### src/rtl/sipo_demux8.sv
// Serial-in, parallel-out receiver: demultiplexes one bit per accepted cycle into a word
// and presents completed words on a valid/ready port. Optional trailing parity: SIPO_PARITY_EN.
`default_nettype none

module sipo_demux8 #(
    parameter int WIDTH     = 8,
    parameter bit LSB_FIRST = 1'b1,
    parameter int SEL_W     = 3
) (
    input  logic             clk,
    input  logic             rst,
    input  logic             din,
    input  logic             din_valid,
    output logic             din_ready,
    output logic [SEL_W-1:0] sel_out,
    output logic [WIDTH-1:0] dout,
    output logic             dout_valid,
    input  logic             dout_ready,
    output logic             parity_err
);

    localparam int CNT_W = $clog2(WIDTH + 1);
    localparam logic [CNT_W-1:0] DATA_LAST = CNT_W'(WIDTH - 1);
`ifdef SIPO_PARITY_EN
    localparam logic [CNT_W-1:0] LAST_CNT = CNT_W'(WIDTH);
`else
    localparam logic [CNT_W-1:0] LAST_CNT = CNT_W'(WIDTH - 1);
`endif

    typedef enum logic [0:0] {
        ST_COLLECT = 1'b0,
        ST_FULL    = 1'b1
    } state_t;

    state_t           state_q, state_d;
    logic [CNT_W-1:0] cnt_q, cnt_d;
    logic [WIDTH-1:0] shift_q, shift_d;
    logic [WIDTH-1:0] dout_q, dout_d;
    logic             dout_valid_q, dout_valid_d;

    logic             accept_s;
    logic             out_free_s;
    logic [CNT_W-1:0] slot_s;
    logic [WIDTH-1:0] shift_ins_s;
    logic [WIDTH-1:0] word_s;

`ifdef SIPO_PARITY_EN
    logic perr_q, perr_d;
    logic pend_perr_q, pend_perr_d;
    logic word_perr_s;
`endif

    assign din_ready  = (state_q == ST_COLLECT);
    assign accept_s   = din_valid & din_ready;
    assign out_free_s = ~dout_valid_q | dout_ready;
    assign dout       = dout_q;
    assign dout_valid = dout_valid_q;

    // Slot index for the current bit, mirrored when the word arrives MSB first.
    always_comb begin
        if (LSB_FIRST) begin
            slot_s = cnt_q;
        end else begin
            slot_s = DATA_LAST - cnt_q;
        end
    end

    // Shift register image with the incoming bit written into its slot.
    always_comb begin
        shift_ins_s = shift_q;
        for (int k = 0; k < WIDTH; k++) begin
            if (slot_s == CNT_W'(k)) begin
                shift_ins_s[k] = din;
            end else begin
                shift_ins_s[k] = shift_q[k];
            end
        end
    end

`ifdef SIPO_PARITY_EN
    // The completing accept carries the parity bit, so the data is already in the shift reg.
    always_comb begin
        word_s      = shift_q;
        word_perr_s = (^shift_q) ^ din;
    end

    // The parity slot keeps sel_out on the last data slot.
    always_comb begin
        if (state_q != ST_COLLECT) begin
            sel_out = {SEL_W{1'b0}};
        end else if (cnt_q == LAST_CNT) begin
            sel_out = SEL_W'(WIDTH - 1);
        end else begin
            sel_out = SEL_W'(cnt_q);
        end
    end

    assign parity_err = perr_q;
`else
    // The completing accept carries the last data bit itself.
    always_comb begin
        word_s = shift_ins_s;
    end

    // Slot index follows the bit counter while collecting.
    always_comb begin
        if (state_q != ST_COLLECT) begin
            sel_out = {SEL_W{1'b0}};
        end else begin
            sel_out = SEL_W'(cnt_q);
        end
    end

    assign parity_err = 1'b0;
`endif

    // Next-state logic: collection, word hand-off and output register update.
    always_comb begin
        state_d      = state_q;
        cnt_d        = cnt_q;
        shift_d      = shift_q;
        dout_d       = dout_q;
        dout_valid_d = dout_valid_q & ~dout_ready;
`ifdef SIPO_PARITY_EN
        perr_d       = perr_q;
        pend_perr_d  = pend_perr_q;
`endif
        case (state_q)
            ST_COLLECT: begin
                if (accept_s) begin
                    if (cnt_q == LAST_CNT) begin
                        cnt_d = {CNT_W{1'b0}};
                        if (out_free_s) begin
                            dout_d       = word_s;
                            dout_valid_d = 1'b1;
`ifdef SIPO_PARITY_EN
                            perr_d       = word_perr_s;
`endif
                        end else begin
                            // Sink stalled: park the finished word and stop accepting.
                            shift_d     = word_s;
                            state_d     = ST_FULL;
`ifdef SIPO_PARITY_EN
                            pend_perr_d = word_perr_s;
`endif
                        end
                    end else begin
                        cnt_d   = cnt_q + 1'b1;
                        shift_d = shift_ins_s;
                    end
                end else begin
                    cnt_d = cnt_q;
                end
            end
            ST_FULL: begin
                cnt_d = {CNT_W{1'b0}};
                if (out_free_s) begin
                    dout_d       = shift_q;
                    dout_valid_d = 1'b1;
                    state_d      = ST_COLLECT;
`ifdef SIPO_PARITY_EN
                    perr_d       = pend_perr_q;
`endif
                end else begin
                    state_d = ST_FULL;
                end
            end
            default: begin
                state_d = ST_COLLECT;
                cnt_d   = {CNT_W{1'b0}};
            end
        endcase
    end

    // State and datapath registers with synchronous reset.
    always_ff @(posedge clk) begin
        if (rst) begin
            state_q      <= ST_COLLECT;
            cnt_q        <= {CNT_W{1'b0}};
            shift_q      <= {WIDTH{1'b0}};
            dout_q       <= {WIDTH{1'b0}};
            dout_valid_q <= 1'b0;
        end else begin
            state_q      <= state_d;
            cnt_q        <= cnt_d;
            shift_q      <= shift_d;
            dout_q       <= dout_d;
            dout_valid_q <= dout_valid_d;
        end
    end

`ifdef SIPO_PARITY_EN
    // Parity status registers, loaded together with dout.
    always_ff @(posedge clk) begin
        if (rst) begin
            perr_q      <= 1'b0;
            pend_perr_q <= 1'b0;
        end else begin
            perr_q      <= perr_d;
            pend_perr_q <= pend_perr_d;
        end
    end
`endif

endmodule

`default_nettype wire

### config.mk
export PLATFORM = sky130hd
export DESIGN_NAME = sipo_demux8
export DESIGN_NICKNAME = d
export VERILOG_FILES = /design/src/rtl/sipo_demux8.sv
export SDC_FILE = /design/constraint.sdc
export NUM_CORES = 1
export LEC_CHECK = 0
export CAP_MARGIN = 10
export CORE_ASPECT_RATIO = 2
export CORE_MARGIN = 3
export CORE_UTILIZATION = 37
export DETAILED_ROUTE_END_ITERATION = 6
export PLACE_DENSITY = 0.65
export SYNTH_ARGS = -nofsm -noshare
export SYNTH_HDL_FRONTEND = slang
export SYNTH_SLANG_ARGS = --single-unit
### constraint.sdc
create_clock -name clk -period 1.55 [get_ports clk]
set_input_delay 0.31 -clock clk [delete_from_list [all_inputs] [get_ports clk]]
set_output_delay 0.31 -clock clk [all_outputs]
set_load 0.01 [all_outputs]
==> flow_metrics.env, run 1 <==
export IMPL_fp_dieW_um=47.5
export IMPL_syn_area_per_cell_um2=9.87
export IMPL_yosys_top_cells_area="dfxtp_1 35%, mux2i_1 9.4%, a21oi_1 5.9%, a221oi_2 5.9%, nor4b_2 5.9%"
export IMPL_synth_seq_cells=22
export IMPL_power_density_mw_per_mm2=736
export IMPL_synth_area_mm2=0.00127
export IMPL_first_pass_iters=4
export IMPL_grt_ovfl_total=0
export IMPL_cts_reportedPaths_clkPinSlew_ps=80
export IMPL_fillers=293
export IMPL_numPortBuffers=17
export IMPL_wl_per_cell_um=17.1
export IMPL_via_per_inst=5.73
export IMPL_fin_area_mm2=0.00177
export IMPL_synth_commonest_cells="22 x dfxtp_1, 15 x a21oi_1, 12 x mux2i_1"
export IMPL_fin_crit_sh_pct=96.3
export IMPL_min_period_ps=1490
export IMPL_ys_seq_area_share_pct=34.6
export IMPL_reg2reg_from="cnt_q[1]"
export IMPL_max_stage_delay_ps=550
export IMPL_ys_warn_count=0
export IMPL_worstHoldStart="shift_q[6]"
export IMPL_wl_um=3320
export IMPL_synth_top_area_share_pct=34.6
export IMPL_setup_slack_ps=57.3
export IMPL_nets=173
export IMPL_cts_tree="done"
export IMPL_clockBufferDepth=2
export IMPL_synth_cell_type_count=35
export IMPL_clk_latency_ps=260
export IMPL_crit_path_cell_trace="clkdlybuf4s50_1 -> or4b_1 -> o21ai_1 -> a21oi_1"
export IMPL_hp_class="reg -> reg"
export IMPL_leakagePower_nw=0.651
export IMPL_synth_ff_type="dfxtp_1"
export IMPL_rr_worst_depth=5
export IMPL_maxSlewViolCount=0
export IMPL_grt_max_degree=20
export IMPL_drv_cap=0
export IMPL_place_gp_congestion=0.811
export IMPL_path_class="in -> reg"
export IMPL_start_kind="primary input"
export IMPL_die_area_mm2=0.00422
export IMPL_grtUsageTotal_pct=17.3
export IMPL_fmax_ghz=0.670
export IMPL_first_iter_violations=46
export IMPL_yosysMostFrequentCell="dfxtp_1"
export IMPL_cp_data_arrival_time_ps=1650
export IMPL_drc=0
export IMPL_cts_root_buf="clkbuf_8"
export IMPL_crit_start="din_valid"
export IMPL_ant_nets=0
export IMPL_synthesis_nets=138
export IMPL_synthArstFlopShare_pct=0
export IMPL_critPathMaxFanout=4
export IMPL_crit_path_top_delay_cell="or4b_1"
export IMPL_post_cts_buffers=0
export IMPL_timing_critical_path_buf_inv=1
export IMPL_grt_pass1_vias=1209
export IMPL_dp_slack_ps=-205
export IMPL_area_growth_syn_to_layout_pct=38.9
export IMPL_placed_cell_area_mm2=0.00165
export IMPL_numCtsBuffers=3
export IMPL_clkSinkCount=22
export IMPL_hold_depth=2
export IMPL_peakVddDrop_mv=0.624
export IMPL_syn_inst=129
export IMPL_insertedDiodeCount=0
export IMPL_crit_family="simple AND/OR/NAND/NOR gates"
export IMPL_grt_pass1_wl_um=5370
export IMPL_fp_dieH_um=89.0
export IMPL_skew_ps=1.84
export IMPL_postCtsHoldBufs=0
export IMPL_worstPathRequired_ps=1700
export IMPL_rsz0062_at_grt="false"
export IMPL_core_mm2=0.00323
export IMPL_synth_top_area_cell="dfxtp_1"
export IMPL_grt_antenna_before_repair=0
export IMPL_fp_row_count=29
export IMPL_io_pins=19
export IMPL_cp_depth=4
export IMPL_layout_drive_gt1_share_pct=31.9
export IMPL_outcome="complete, no violations"
export IMPL_end_kind="flip-flop"
export IMPL_start_util_pct=39.4
export IMPL_finalHoldViolCount=0
export IMPL_setup_viol_count_final=0
export IMPL_htreeDepth=1
export IMPL_synth_edf_count=0
export IMPL_setup_tns_ps=0
export IMPL_vias=1111
export IMPL_dpl_hpwl_um=2600
timing repair:
item                                    CTS  global route
resized for setup                        11             7
endpoints found under the setup margin    9             9
cloned                                    0             0
pin swaps                                 0             1
registers in the layout (all words and copies together) (netlist names):
signal	count
cnt_q	4
dout	8
dout_valid	1
shift_q	8
state_q	1
path summary, 6_finish.rpt:
path	end	slack (ps)
max	shift_q[2]	60
min	shift_q[6]	480
max reg2reg	dout[5]	90
min reg2reg	shift_q[6]	480
layout by cell type, fill, tap and decap left out, types with 2 or more instances in the layout:
cell type | netlist | layout
a21oi_1 | 15 | 15
a221oi_1 | 3 | 2
a221oi_2 | 5 | 6
and4bb_1 | 3 | 3
buf_12 | 0 | 4
buf_4 | 2 | 20
clkbuf_8 | 0 | 3
clkdlybuf4s50_1 | 0 | 13
dfxtp_1 | 22 | 18
dfxtp_2 | 0 | 3
dlygate4sd2_1 | 0 | 4
ha_1 | 4 | 2
ha_2 | 0 | 2
inv_1 | 7 | 7
mux2i_1 | 12 | 11
nand2b_1 | 5 | 5
nand3_1 | 4 | 4
nand4_1 | 2 | 2
nor2_1 | 2 | 2
nor2b_1 | 2 | 2
nor3_1 | 4 | 4
nor4b_2 | 5 | 5
nor4bb_4 | 0 | 2
o211ai_1 | 3 | 3
o21ai_1 | 4 | 4
xnor2_1 | 2 | 2
worst register-to-register path, cell delays in order, from the launching register on:
cell	delay, ps
dfxtp_2	340
inv_1	100
ha_1	230
nor4bb_4	260
mux2i_2	310
a221oi_2	110
per-stage QoR:
stage,hold slack (ps),util (%),total power [W],cells
after CTS,485,53.7,0.00131,194
after detailed placement,472,51.1,0.000780,190
after global placement,454,51.1,0.000775,190
after floorplan,443,-,0.000696,129
after global routing,507,54.8,0.00135,194
final,482,54.8,0.00130,194
per-layer routing:
layer	up-vias	share of wire, %	track usage (%)
li1	545	-	-
met1	533	39	18.7
met2	22	57	31.9
met3	11	1.4	1.01
met4	0	2.8	7.81
met5	-	0	0
cell type report:
cell class                      instances  area (um^2)  area share (%)
Clock buffer                            3         41.3            2.33
Inverter                                7         26.3            1.49
Sequential cell                        22          448            25.3
Multi-Input combinational cell         89          790            44.6
Tap cell                               31         38.8            2.19
Clock inverter                          1         30.0            1.70
Timing Repair Buffer                   41          395            22.3
where the power goes:
group          internal (W)  switching (W)
clock              0.000345       0.000186
combinational      0.000100      0.0000872
sequential         0.000574     0.00000942
total               0.00102       0.000282
kinds of logic after synthesis:
logic type,after synthesis,share of synthesized area [%]
and+or+nand+nor,37,23.9
adders and majority gates,4,3.93
buffers and inverters,18,7.07
AOI/OAI and AO/OA,33,19.5
muxes,12,9.43
other,1,0.294
xor gates and xnor gates,2,1.38
DFF,22,34.6
No activity file was read; power rests on OpenSTA's default activity.
==> run 2: changes to the inputs <==
SETUP_SLACK_MARGIN = 0.15   (was not set)
==> run 2 against run 1 <==
Global-route usage increased by 1.2 points. Clock power is 35% lower. Design area increased by 4.6%. Clock skew increased by 2.3 ps. Total power is 13% lower. Largest power group unchanged. Fmax up 5.7%. Sequential power hardly changed. Utilization up 2.5 points.
==> flow_metrics.env, run 2 (synthesis results as in run 1) <==
export IMPL_cts_reportedPaths_clkPinSlew_ps=70
export IMPL_place_gp_congestion=0.809
export IMPL_end_kind="flip-flop"
export IMPL_grt_pass1_vias=1239
export IMPL_cts_root_buf="clkbuf_8"
export IMPL_clk_latency_ps=260
export IMPL_rsz0062_at_grt="true"
export IMPL_insertedDiodeCount=0
export IMPL_fp_row_count=29
export IMPL_grtUsageTotal_pct=18.5
export IMPL_cts_tree="done"
export IMPL_fin_area_mm2=0.00185
export IMPL_grt_pass1_wl_um=5650
export IMPL_fillers=290
export IMPL_crit_path_cell_trace="inv_2 -> ha_2 -> nor4b_4 -> mux2i_1 -> a221oi_2"
export IMPL_outcome="complete, no violations"
export IMPL_core_mm2=0.00323
export IMPL_worstPathRequired_ps=1720
export IMPL_numPortBuffers=17
export IMPL_first_iter_violations=25
export IMPL_skew_ps=4.17
export IMPL_hold_depth=2
export IMPL_start_util_pct=39.4
export IMPL_peakVddDrop_mv=0.654
export IMPL_final_cell_mix="25 x buf_4, 17 x dfxtp_1, 15 x a21oi_1"
export IMPL_dp_slack_ps=-203
export IMPL_wl_per_cell_um=17.7
export IMPL_clockBufferDepth=2
export IMPL_crit_family="flip-flops"
export IMPL_vias=1157
export IMPL_io_pins=19
export IMPL_grt_antenna_before_repair=0
export IMPL_finalHoldViolCount=0
export IMPL_r2r_end="dout[2]"
export IMPL_timing_critical_path_buf_inv=1
export IMPL_placed_cell_area_mm2=0.00162
export IMPL_fin_crit_sh_pct=91.1
export IMPL_clkSinkCount=22
export IMPL_setup_slack_ps=138
export IMPL_dpl_cell_count=187
export IMPL_wl_um=3540
export IMPL_grt_max_degree=20
export IMPL_start_kind="flip-flop"
export IMPL_numCtsBuffers=3
export IMPL_cp_data_arrival_time_ps=1590
export IMPL_p_total_w=0.00113
export IMPL_hp_class="reg -> reg"
export IMPL_crit_path_top_delay_cell="dfxtp_4"
export IMPL_max_stage_delay_ps=380
export IMPL_cp_depth=5
export IMPL_maxSlewViolCount=0
export IMPL_leakagePower_nw=0.732
export IMPL_postCtsHoldBufs=0
export IMPL_htreeDepth=1
export IMPL_min_period_ps=1410
export IMPL_path_class="reg -> reg"
export IMPL_hold_end="shift_q[7]"
export IMPL_rr_worst_depth=5
export IMPL_first_pass_iters=4
export IMPL_power_density_mw_per_mm2=613
export IMPL_fmax_ghz=0.708
export IMPL_final_common_cell="buf_4"
export IMPL_drc=0
export IMPL_setup_tns_ps=0
export IMPL_critPathMaxFanout=5
export IMPL_dpl_hpwl_um=2500
export IMPL_grt_ovfl_total=0
export IMPL_area_growth_syn_to_layout_pct=45.3
export IMPL_die_area_mm2=0.00422
export IMPL_worstHoldStart="shift_q[7]"
export IMPL_layout_drive_gt1_share_pct=39.1
export IMPL_reg2reg_from="cnt_q[0]"
export IMPL_nets=180
export IMPL_fp_dieH_um=89.0
export IMPL_ant_nets=0
export IMPL_fp_dieW_um=47.5
export IMPL_rrSetupSlack_ps=140
export IMPL_setup_viol_count_final=0
export IMPL_final_cell_count_no_fill=200
export IMPL_drv_cap=0
export IMPL_via_per_inst=5.79
==> run 2: cell types whose count changed in the layout (fill, tap and decap cells not counted), moves of 4 or more <==
cell	previous run	this run
buf_4	20	25
clkdlybuf4s50_1	13	3
dlygate4sd2_1	4	12
nor4b_2	5	1
nor4b_4	0	4
==> run 2: area by class of cell <==
cell class / count / area (um^2) / share of cell area (%)
flip-flops and latches: 22 / 454 / 24.5
clock buffers: 3 / 41.3 / 2.23
inverters: 7 / 26.3 / 1.42
repair buffers: 48 / 429 / 23.2
well taps: 31 / 38.8 / 2.10
multi-input cells: 89 / 861 / 46.5
==> run 2: tightest hold or removal path: stages, from the launching register on <==
cell and delay [ps]:
dfxtp_1 320, o31ai_1 60, a21oi_1 50
==> run 2: timing repair <==
action | 4_1_cts | 5_1_grt
pin swaps | 0 | 3
cloned | 0 | 0
resized for setup | 32 | 14
setup endpoints to repair | 33 | 20
buffers inserted | 1 | 9
==> run 2: where the power goes <==
part / internal, W / switching, W / total [W]
clock network: 0.000173 / 0.000170 / 0.000343
logic: 0.000112 / 0.0000924 / 0.000205
registers: 0.000572 / 0.0000138 / 0.000586
==> run 2: worst max-delay path by stage <==
stage,start,endpoint,slack (ps)
2_1_floorplan,cnt_q[1],dout[5],150
3_3_place_gp,din_valid,shift_q[0],-180
3_5_place_dp,din_valid,shift_q[2],-200
4_1_cts,cnt_q[1],dout[4],40
5_1_grt,cnt_q[0],dout[2],40
6_report,cnt_q[0],dout[2],140
==> run 2: routing by layer <==
metal	track usage, %	wire length (um)
met5	0	0
met4	7.81	47
met3	2.42	57
met2	33.6	2070
met1	19.9	1360
==> run 2: through the flow <==
step	hold WS (ps)	utilization (%)
2_1_floorplan	443	-
3_3_place_gp	454	50.0
3_5_place_dp	465	50.0
4_1_cts	477	53.4
5_1_grt	490	57.3
6_report	474	57.3
==> run 3: changes to the inputs <==
SLEW_MARGIN = 5   (was not set)
==> results of run 3 <==
The final DEF is identical to that of run 2; final timing and power are the same.
==> RTL change: new RTL, config.mk and constraints of run 1 <==
Change the parameter `LSB_FIRST` from 1'b1 to 1'b0.
--- a/src/rtl/sipo_demux8.sv
+++ b/src/rtl/sipo_demux8.sv
@@ -4,7 +4,7 @@
 
 module sipo_demux8 #(
     parameter int WIDTH     = 8,
-    parameter bit LSB_FIRST = 1'b1,
+    parameter bit LSB_FIRST = 1'b0,
     parameter int SEL_W     = 3
 ) (
     input  logic             clk,
Formal check against the unedited RTL: not equivalent (a bounded check fails within 10 cycles, from zero or initial values and one cycle with rst high).
==> RTL change against run 1 <==
Synthesized area is 1.5% lower. Clock skew is 0.0026 ns higher. Total power is 9.8% lower. Setup slack lost 0.024 ns. Design area decreased by 4.7%. Maximum frequency decreased by 1.6%. Non-clock buffer count decreased by 2. Sequential cell count unchanged. Routed wire length decreased by 11%. Core utilization down 2.6 points. Largest cell class unchanged. Highest routed layer unchanged.
==> RTL change: results (changes against run 1) <==
.. list-table::
   :header-rows: 1

   * - Metric
     - Value
   * - Result of the run
     - completed (unchanged)
   * - DP Area
     - 0.00158 mm² (was 0.00165 mm²)
   * - Clock root buffer
     - clkbuf_8 (unchanged)
   * - Largest delay share family, worst path
     - buffers and inverters (was simple AND/OR/NAND/NOR gates)
   * - Pin count of the biggest net entering global routing
     - 19 (was 20)
   * - Clock buffer depth
     - 2 (unchanged)
   * - Top cell types by occurrence after synthesis
     - dfxtp_1, nor2_1, nand2_1 (was dfxtp_1, a21oi_1, mux2i_1)
   * - Crit path max-delay cell type
     - clkdlybuf4s50_1 (was or4b_1)
   * - First-pass iteration count of the detailed router
     - 4 (unchanged)
   * - Number of antenna violations at the first check in global routing
     - 0 (unchanged)
   * - VDD IR-drop max
     - 0.430 mV (was 0.624 mV)
   * - Clock latency on the worst-skew pair
     - 0.26 ns (about the same)
   * - Final Net Count
     - 174 (was 173)
   * - Largest stage delay, worst path
     - 0.56 ns
   * - I/O Buffers
     - 17 (unchanged)
   * - Final RePlAce weighted congestion
     - 0.845 (was 0.811)
   * - Clock slew at reported path FFs
     - 0.08 ns (about the same)
   * - Maximum fanout along the worst path
     - 2 (was 4)
   * - XOR/XNOR Fraction of Synth Area
     - 0.00698 (was 0.0138)
   * - DPL Wire Length
     - 2330 µm (was 2600 µm)
   * - Vias in the first global route
     - 1083 (was 1209)
   * - Compound-Gate Fraction of Synth Area
     - 0.172 (was 0.194)
   * - Number of buffers created by CTS
     - 3 (unchanged)
   * - Library cells used by synthesis
     - 36 (was 35)
   * - Mux share of post-synthesis cell area
     - 0.0967 (was 0.0943)
   * - Class of the most critical hold timing path
     - reg2reg (unchanged)
   * - Number of hold-slack violations in the final timing report
     - 0 (unchanged)
   * - First-pass GRT wire length
     - 4910 µm (was 5370 µm)
   * - Adder-cell share of the synthesized area
     - 0.0399 (was 0.0393)
   * - Top post-synthesis cells by area
     - dfxtp_1, mux2i_1, a221oi_2 (was dfxtp_1, mux2i_1, a21oi_1)
   * - Global-route usage over all layers
     - 0.160 (was 0.173)
   * - Crit path from
     - dout[3] (was din_valid)
   * - Maximum clock skew at final layout
     - 0.00443 ns (was 0.00184 ns)
   * - Startpoint of the most critical register-to-register path
     - cnt_q[2] (was cnt_q[1])
   * - Achievable Freq
     - 0.659 GHz (was 0.670 GHz)
   * - Share of cells above drive strength 1
     - 0.311 (was 0.319)
   * - Level count of the clock H-tree
     - 1 (unchanged)
   * - Wirelength, routed
     - 2950 µm (was 3320 µm)
   * - Reported leakage power
     - 0.000667 µW (was 0.000651 µW)
   * - Register area share after synthesis
     - 0.351 (was 0.346)
   * - 1st-iter DRT viols
     - 27 (was 46)
   * - Data arrival time of the critical path
     - 1.21 ns (was 1.65 ns)
   * - Synth Net Count
     - 141 (was 138)
   * - Async SR Flop Fraction
     - 0 (unchanged)
   * - Final setup vio count
     - 0 (unchanged)
   * - Launch instance of the worst min-delay path
     - shift_q[5] (was shift_q[6])
   * - Detailed-route vias per instance
     - 5.54 (was 5.73)
   * - Antenna diodes
     - 0 (unchanged)
RTL change: cells by family (layout without fill, tap and decap cells):
kind of cell	Yosys count	after routing
simple gates	55	55
other cells	1	1
xor+xnor	1	1
flops	22	22
mux	12	12
fa+ha+maj	4	4
buf+inv	15	47
compound gates	22	22
RTL change: through the flow:
stage	worst slack (ns)	setup TNS, ns	instances	hold slack [ns]
final	0.0330	0	195	0.465
after global routing	-0.0168	-0.0168	195	0.500
after CTS	0.0223	0	195	0.466
after detailed placement	-0.312	-3.68	190	0.455
after global placement	-0.290	-3.36	190	0.445
after floorplan	0.0175	0	132	0.431
RTL change: worst register-to-register path, delay by kind of cell, from the launching register on:
kind,cells,cell delay (ns)
buffers and inverters,1,0.13
AOI/OAI and AO/OA,1,0.32
DFF,1,0.38
and+or+nand+nor,2,0.31
muxes,1,0.25
RTL change: final timing paths:
kind	to	slack (ns)	depth (start not counted)
max	dout[3]	0.03	1
max reg2reg	shift_q[2]	0.05	5
min	shift_q[5]	0.46	2
min reg2reg	shift_q[5]	0.46	2
RTL change: power by group:
group | internal (µW) | switching [µW]
registers | 571 | 7.41
clock network | 227 | 193
logic | 88.8 | 87.6
RTL change: per-layer routing:
metal | part of all wire | global-route usage | vias to the layer above
met3 | 0.029 | 0.0244 | 9
met1 | 0.37 | 0.172 | 511
met4 | 0.036 | 0.0907 | 0
li1 | - | - | 533
met5 | 0 | 0 | -
met2 | 0.56 | 0.279 | 27
RTL change: cell type report:
class	count	area, µm²
inverter	4	15.0
clock buffer	4	55.1
sequential	22	453
tap	31	38.8
multi-input combinational	95	743
timing repair buffer	39	382
fill	295	1540
RTL change: timing repair:
item,CTS,global route
endpoints found under the hold margin,0,0
pin swaps,1,4
buffers inserted,1,0
gates resized for setup,11,7
setup endpoints to repair,13,12
